===== src/rtl/adxl362_spi_master.sv =====
// adxl362_spi_master
//   SPI mode 0 host controller for ADXL362 register access. Issues a write
//   (0x0A) or read (0x0B) command, the register address, then one write data
//   byte or 1..MAX_LEN read data bytes, all in one chip-select window.
//
// Ports:
//   clk_16mhz        system clock
//   reset            asynchronous reset, active-high
//   start            transaction request, accepted only while idle
//   rw               1 = read, 0 = write
//   address[5:0]     register address
//   length[3:0]      read byte count (0 means 1), ignored for writes
//   data_write[7:0]  write data byte, latched at start
//   data_read[7:0]   most recently received read byte
//   data_read_valid  one-cycle strobe per received read byte
//   busy             transaction in progress
//   done             one-cycle pulse at end of transaction
//   cs_n/sclk/mosi   SPI outputs (CPOL=0, MSB first)
//   miso             SPI data in
module adxl362_spi_master #(
  parameter int CLK_DIV = 4,
  parameter int MAX_LEN = 15
) (
  input  logic       clk_16mhz,
  input  logic       reset,
  input  logic       start,
  input  logic       rw,
  input  logic [5:0] address,
  input  logic [3:0] length,
  input  logic [7:0] data_write,
  output logic [7:0] data_read,
  output logic       data_read_valid,
  output logic       busy,
  output logic       done,
  output logic       cs_n,
  output logic       sclk,
  output logic       mosi,
  input  logic       miso
);

  localparam int DIV_W  = $clog2(CLK_DIV);
  localparam int BYTE_W = $clog2(MAX_LEN + 3);

  typedef enum logic [2:0] {
    S_IDLE,
    S_CS_SETUP,
    S_SHIFT,
    S_CS_HOLD,
    S_CS_GAP
  } state_t;

  state_t            r_state;
  logic [DIV_W-1:0]  r_div;
  logic [2:0]        r_bit;
  logic [BYTE_W-1:0] r_byte;
  logic [BYTE_W-1:0] r_last;
  logic              r_rw;
  logic [5:0]        r_addr;
  logic [7:0]        r_wdata;
  logic [7:0]        r_tx;
  logic [6:0]        r_rx;
  logic [7:0]        r_data_read;
  logic              r_valid;
  logic              r_busy;
  logic              r_done;
  logic              r_cs_n;
  logic              r_sclk;

  logic              w_div_end;
  logic [7:0]        w_next_byte;
  logic [7:0]        w_cmd;

  assign w_div_end = (r_div == DIV_W'(CLK_DIV - 1));
  assign w_cmd     = rw ? 8'h0B : 8'h0A;

  // Byte loaded after the current one: address follows the command, then
  // write data (writes) or zero fill (reads).
  always_comb begin
    w_next_byte = '0;
    if (r_byte == '0)
      w_next_byte = {2'b00, r_addr};
    else if (!r_rw)
      w_next_byte = r_wdata;
  end

  always_ff @(posedge clk_16mhz or posedge reset) begin
    if (reset) begin
      r_state     <= S_IDLE;
      r_div       <= '0;
      r_bit       <= '0;
      r_byte      <= '0;
      r_last      <= '0;
      r_rw        <= 1'b0;
      r_addr      <= '0;
      r_wdata     <= '0;
      r_tx        <= '0;
      r_rx        <= '0;
      r_data_read <= '0;
      r_valid     <= 1'b0;
      r_busy      <= 1'b0;
      r_done      <= 1'b0;
      r_cs_n      <= 1'b1;
      r_sclk      <= 1'b0;
    end else begin
      r_done  <= 1'b0;
      r_valid <= 1'b0;
      if (r_state != S_IDLE)
        r_div <= w_div_end ? '0 : r_div + DIV_W'(1);

      unique case (r_state)
        S_IDLE: begin
          if (start) begin
            r_rw    <= rw;
            r_addr  <= address;
            r_wdata <= data_write;
            // r_last is the index of the final byte: 1 + n
            if (!rw)
              r_last <= BYTE_W'(2);
            else if (length == 4'd0)
              r_last <= BYTE_W'(2);
            else
              r_last <= BYTE_W'(length) + BYTE_W'(1);
            r_div   <= '0;
            r_bit   <= '0;
            r_byte  <= '0;
            r_tx    <= w_cmd;
            r_cs_n  <= 1'b0;
            r_busy  <= 1'b1;
            r_state <= S_CS_SETUP;
          end
        end

        S_CS_SETUP: begin
          if (w_div_end)
            r_state <= S_SHIFT;
        end

        S_SHIFT: begin
          if (w_div_end) begin
            if (!r_sclk) begin
              // Rising edge: sample miso.
              r_sclk <= 1'b1;
              r_rx   <= {r_rx[5:0], miso};
              if (r_rw && (r_bit == 3'd7) && (r_byte >= BYTE_W'(2))) begin
                r_data_read <= {r_rx, miso};
                r_valid     <= 1'b1;
              end
            end else begin
              // Falling edge: advance mosi to the next bit or byte.
              r_sclk <= 1'b0;
              if (r_bit == 3'd7) begin
                r_bit <= '0;
                if (r_byte == r_last) begin
                  r_state <= S_CS_HOLD;
                end else begin
                  r_byte <= r_byte + BYTE_W'(1);
                  r_tx   <= w_next_byte;
                end
              end else begin
                r_bit <= r_bit + 3'd1;
                r_tx  <= {r_tx[6:0], 1'b0};
              end
            end
          end
        end

        S_CS_HOLD: begin
          if (w_div_end) begin
            r_cs_n  <= 1'b1;
            r_tx    <= '0;
            r_state <= S_CS_GAP;
          end
        end

        S_CS_GAP: begin
          if (w_div_end) begin
            r_busy  <= 1'b0;
            r_done  <= 1'b1;
            r_state <= S_IDLE;
          end
        end

        default: r_state <= S_IDLE;
      endcase
    end
  end

  assign data_read       = r_data_read;
  assign data_read_valid = r_valid;
  assign busy            = r_busy;
  assign done            = r_done;
  assign cs_n            = r_cs_n;
  assign sclk            = r_sclk;
  assign mosi            = r_tx[7];

endmodule


===== config.mk =====
export PLATFORM = sky130hd
export DESIGN_NAME = adxl362_spi_master
export DESIGN_NICKNAME = d
export VERILOG_FILES = /design/src/rtl/adxl362_spi_master.sv
export SDC_FILE = /design/constraint.sdc
export NUM_CORES = 1
export LEC_CHECK = 0
export ABC_AREA = 1
export BUFFER_PORTS_ARGS = -buffer_cell sky130_fd_sc_hd__buf_2
export CORE_MARGIN = 2
export CORE_UTILIZATION = 32
export CTS_CLUSTER_DIAMETER = 100
export DETAILED_ROUTE_END_ITERATION = 10
export REMOVE_ABC_BUFFERS = 1
export SYNTH_ARGS = -nofsm -noshare
export SYNTH_HDL_FRONTEND = slang
export SYNTH_SLANG_ARGS = --single-unit

===== constraint.sdc =====
create_clock -name clk_16mhz -period 4.03 [get_ports clk_16mhz]
set_input_delay 0.403 -clock clk_16mhz [delete_from_list [all_inputs] [get_ports clk_16mhz]]
set_output_delay 0.403 -clock clk_16mhz [all_outputs]
set_load 0.05 [all_outputs]

# Word level (Yosys, flattened, before mapping)
# Cells that the tools add are included.
dict set report word_totals {
  mem_bits_rw 0
  latch_bits 0
  inputBits 23
  word_cells 108
  register_bits 61
  romBits 0
  memories 0
}
dict set report op_classes {
  n_bitwise 1
  shift 0
  n_eq_ne 17
  n_addsub 4
  magnitude_cmp 1
  div_mod_pow 0
  n_reduce_logical 20
  n_mux 49
  multipliers 0
}
# op count
set op_table {}
lappend op_table {{$mux W8} 8}
lappend op_table {{$mux W3} 12}
lappend op_table {{$mux W5} 7}
lappend op_table {{$pmux W8 S3} 1}
lappend op_table {{$ne A2 B2 Y1 const B} 9}
lappend op_table {{$pmux W3 S5} 1}
lappend op_table {{$mux W1} 12}
lappend op_table {{$reduce_and A6 Y1} 2}
lappend op_table {{$pmux W5 S2} 1}
lappend op_table {{$reduce_and A3 Y1} 3}
lappend op_table {{$mux W2} 4}
lappend op_table {{$reduce_and A4 Y1} 2}
lappend op_table {{$reduce_and A8 Y1} 1}
lappend op_table {{$eq A3 B2 Y1 const B} 2}
lappend op_table {{$eq A3 B3 Y1 const B} 2}
lappend op_table {{$pmux W3 S2} 1}
lappend op_table {{$reduce_bool A2 Y1} 3}
lappend op_table {{$reduce_bool A3 Y1} 2}
lappend op_table {{$add A4 B1 Y5 const B} 1}
lappend op_table {{$add A5 B1 Y5 const B} 1}
lappend op_table {{$eq A5 B5 Y1} 1}
lappend op_table {{$ge A5 B2 Y1 const B} 1}
lappend op_table {{$logic_not A5 Y1} 1}
lappend op_table {{$logic_not A4 Y1} 1}
lappend op_table {{other kinds (10)} 13}

# Logic depth before layout (Yosys ltp)
dict set report depth {
  ltp_word 7
  ltp_mapped 10
}

# Worst setup path before layout
# Ideal clock, no wire load.
dict set report synth_path {
  path_kind {register to register}
  startpoint {register r_sclk, in the netlist sclk}
  endpoint {register r_tx[7]}
  arrival_ps 1449
  stages_incl_launch_ff 8
  path_buffers 0
  setup_ps 119
  required_ps 3911
  setup_slack_ps 2461
  cell_sequence {dfrtp_1 -> inv_1 -> nand2_4 -> nand2_4 -> nor3_4 -> nand2_4 -> nand2_1 -> nand2_1}
}
dict set report synth_between {
  elab_chain_len 2
}
# element line
set synth_rtl {}
lappend synth_rtl {{from (decl)} 67} ;# logic r_sclk;
lappend synth_rtl {{from (signal assigned)} 103} ;# r_sclk <= 1'b0;
lappend synth_rtl {{from (signal assigned)} 142} ;# r_sclk <= 1'b1;
lappend synth_rtl {{from (signal assigned)} 150} ;# r_sclk <= 1'b0;
lappend synth_rtl {{$ne A2 B2 Y1 (no source line)} n/a}
lappend synth_rtl {{$reduce_and A6 Y1 (no source line)} n/a}
lappend synth_rtl {{to (signal assigned)} 126} ;# r_tx <= w_cmd;
lappend synth_rtl {{to (signal assigned)} 157} ;# r_tx <= w_next_byte;
lappend synth_rtl {{to (signal assigned)} 161} ;# r_tx <= {r_tx[6:0], 1'b0};
lappend synth_rtl {{to (decl)} 60} ;# logic [7:0] r_tx;
# Every way passes these cells.
# A chain may end at the register's enable or synchronous reset.

# Worst setup path after layout
dict set report layout_path {
  startpoint {register r_state[0]}
  endpoint {register r_last[1]}
}
dict set report layout_between {
  elab_chain_len 2
}
# element line
set layout_rtl {}
lappend layout_rtl {{from (decl)} 52} ;# state_t r_state;
lappend layout_rtl {{from (signal assigned)} 88} ;# r_state <= S_IDLE;
lappend layout_rtl {{from (signal assigned)} 129} ;# r_state <= S_CS_SETUP;
lappend layout_rtl {{from (signal assigned)} 135} ;# r_state <= S_SHIFT;
lappend layout_rtl {{$logic_not A3 Y1} 110} ;# unique case (r_state)
lappend layout_rtl {{$reduce_and A2 Y1 (no source line)} n/a}
lappend layout_rtl {{to (signal assigned)} 122} ;# r_last <= BYTE_W'(length) + BYTE_W'(1);
lappend layout_rtl {{to (decl)} 56} ;# logic [BYTE_W-1:0] r_last;
# Every way passes these cells.

==> results.tsv <==
metric	value	unit
die area	10210	µm²
Post-Synth Simple-Gate Area	31.47	%
Initial Util	32.78	%
RR Endpoint	r_last[1]	
cts hold-fix bufs	0	
CTS tree	yes	
status	finished clean	
EDFF count, synth	0	
Post-CTS Setup Inserts	0	
Pre-Repair DR Iteration Count	4	
Seq pwr share	41.7	%
Leak	1.796	nW
grt ovf	0	
Netlist Area Pre-Place	3014	µm²
FF-to-FF setup slack	1.79	ns
die width	101.1	µm
post-synth cell types	30	
path type of the worst setup path	reg -> reg	
Post-Layout Cell Count	521	
setup_tns	0	ns
Residual DRC	0	
clk_skew	0.007322	ns
power share of the clock group	25.1	%
Worst EP required	4.25	ns
placed cells	506	
Max Cap Viol	0	
vias in the first global route	2312	
initial antenna violation count	0	
largest family of logic cells by synthesized area	simple AND/OR/NAND/NOR gates	
final-stage net count	437	
Die H	101.1	µm
clk_lat worst skew	0.34	ns
Compound-Gate Fraction of Synth Area	7.887	%
syn avg cell area	8.258	µm²
clock buffer depth	2	
Max Slew Vio Count	0	
Post-Synth XOR/XNOR Area	1.453	%
Post-synth top cells	148 x nand2_1, 60 x dfrtp_1, 29 x inv_1	
post-synth top area cell	dfrtp_1	
CP Launch Type	register	
clock slew at reported path FFs	0.07	ns
Worst-Margin Slew	0.8219	ns
Global Route Usage Sum	13.30	%
Via-to-Cell Ratio	4.630	
Main synth FF type	dfrtp_1	
PD cells	622.7	nW/µm²
pin count of the biggest net entering global routing	33	
Layout area overhead	16.23	%
hpwl dp	4425	µm
routed via count	2412	
Num CTS Buffers	9	
Final period util	55.61	%
total wire length	6086	µm
R2R depth	6	
antenna viol nets, final	0	
Worst VDD drop	0.0002405	V
# resized after CTS	0	
diode count	0	
cell-internal power	0.001331	W
Syn. warnings	0	
worst r2r src	r_state[0]	
CORE AREA	9196	µm²
Final setup violation count	0	
headroom to the max-slew limit	45.15	%
# clock sinks	61	
Sw Share	39.00	%
layout cells sized above 1	19.51	%
arrival time worst endpoint	2.46	ns
mux cell area share after synthesis	0	%
unrepaired setup endpoints after global routing	false	
violation count after the first detailed-route iteration	127	
Critical Path End Type	register	
count of state elements after synthesis	61	
row count	35	
Hold Path Class	in -> async	
GPL Wtd Cong	0.8162	
Ports	37	
post-synthesis adder-cell area fraction	3.321	%
area share of the leading cell type in the synthesized netlist	49.81	%
Async S/R FF share, synth	100.0	%
Psw	0.0008508	W
most frequent cell after synthesis	nand2_1	
combinational power share	33.2	%
final worst path period need	2.241	ns
H-tree lvl count	3	
final hold vios	0	
port buffer count	36	
top cells by area, synth	dfrtp_1 50%, nand2_1 18%, nand3_1 4.0%	
CP Max Fanout	19	
WL/cell	11.68	µm
first-pass GRT wire length	10620	µm
Seq/Total Area, Yosys	50.68	%
Root Buffer	clkbuf_8	
Post-Syn Instances	365	
Peak Freq	446.2	MHz
==> logic make-up (layout without fill, tap and decap cells) <==
logic type,Yosys count,in the layout
buffers and inverters,39,84
xor gates and xnor gates,5,5
AOI/OAI and AO/OA,39,39
adders and majority gates,8,8
and+or+nand+nor,213,213
DFF,61,61
==> worst max path at each step <==
stage,from,to,slack (ns),depth (start not counted)
2_1_floorplan,reset,busy,2.12,1
3_3_place_gp,r_state[0],r_last[1],1.75,6
3_5_place_dp,r_state[0],r_last[1],1.75,6
4_1_cts,r_state[0],r_last[1],1.74,6
5_1_grt,r_state[0],r_last[1],1.50,6
6_report,r_state[0],r_last[1],1.79,6
==> state kept, by name, indices dropped and copies added (netlist names) <==
signal	cells
busy	1
data_read	8
r_state	3
r_addr	6
r_byte	5
r_tx	8
r_div	2
r_last	5
r_bit	3
r_rx	7
r_wdata	8
data_read_valid	1
r_rw	1
done	1
cs_n	1
sclk	1
==> power groups by stage <==
stage | logic [W] | registers (W) | clock network, W
after floorplan | 0.000538 | 0.000926 | 0
after global placement | 0.000722 | 0.000914 | 0
after detailed placement | 0.000738 | 0.000919 | 0
after CTS | 0.000739 | 0.000910 | 0.000565
after global routing | 0.000838 | 0.000933 | 0.000594
final | 0.000724 | 0.000910 | 0.000547
==> through the flow <==
stage	hold slack [ns]	util (%)	total power, W	setup slack, ns	area, µm²
floorplan	0.4422	-	0.001465	2.116	2978
global placement	0.4574	35.93	0.001636	1.746	3304
detailed placement	0.4563	35.93	0.001657	1.754	3304
CTS	0.1793	38.10	0.002215	1.739	3503
global route	0.2173	38.10	0.002365	1.496	3503
finish	0.1544	38.10	0.002181	1.789	3503
==> layout by cell type, fill, tap and decap left out, types with 3 or more instances in the layout <==
cell | synthesis | final
a21oi_1 | 4 | 4
buf_2 | 5 | 36
clkbuf_8 | 0 | 11
dfrtp_1 | 60 | 60
ha_1 | 8 | 8
inv_1 | 29 | 28
inv_2 | 3 | 4
nand2_1 | 148 | 148
nand2_2 | 3 | 3
nand2_4 | 3 | 3
nand3_1 | 24 | 24
nand4_1 | 7 | 7
nor2_1 | 15 | 15
nor2_2 | 3 | 3
nor2_4 | 3 | 3
o211ai_1 | 6 | 6
o21ai_0 | 20 | 20
o21ai_2 | 6 | 6
xor2_1 | 3 | 3
==> final cells by class <==
cell class	instances	area, µm²
fill	968	5693
sequential	61	1528
multi-input combinational	265	1330
timing repair buffer	37	187.7
clock buffer	11	151.4
tap	111	138.9
inverter	32	120.1
clock inverter	4	47.55
==> routing by layer <==
metal	global-route usage, %	vias to the layer above	part of all wire (%)	wire (µm)
li1	-	1252	-	-
met1	17.65	1113	48	2901
met2	21.09	39	48	2918
met3	2.358	8	2.7	163
met4	6.237	0	1.7	102
met5	0	-	0	0
==> worst max-delay path, stage by stage, from the launching register on <==
cell	delay [ns]
dfrtp_1	0.47
nor2_2	0.22
nand2_2	0.11
nor2_2	0.64
nand2_1	0.33
nor3b_1	0.28
a21oi_1	0.06
No activity file was read; power rests on OpenSTA's default activity.
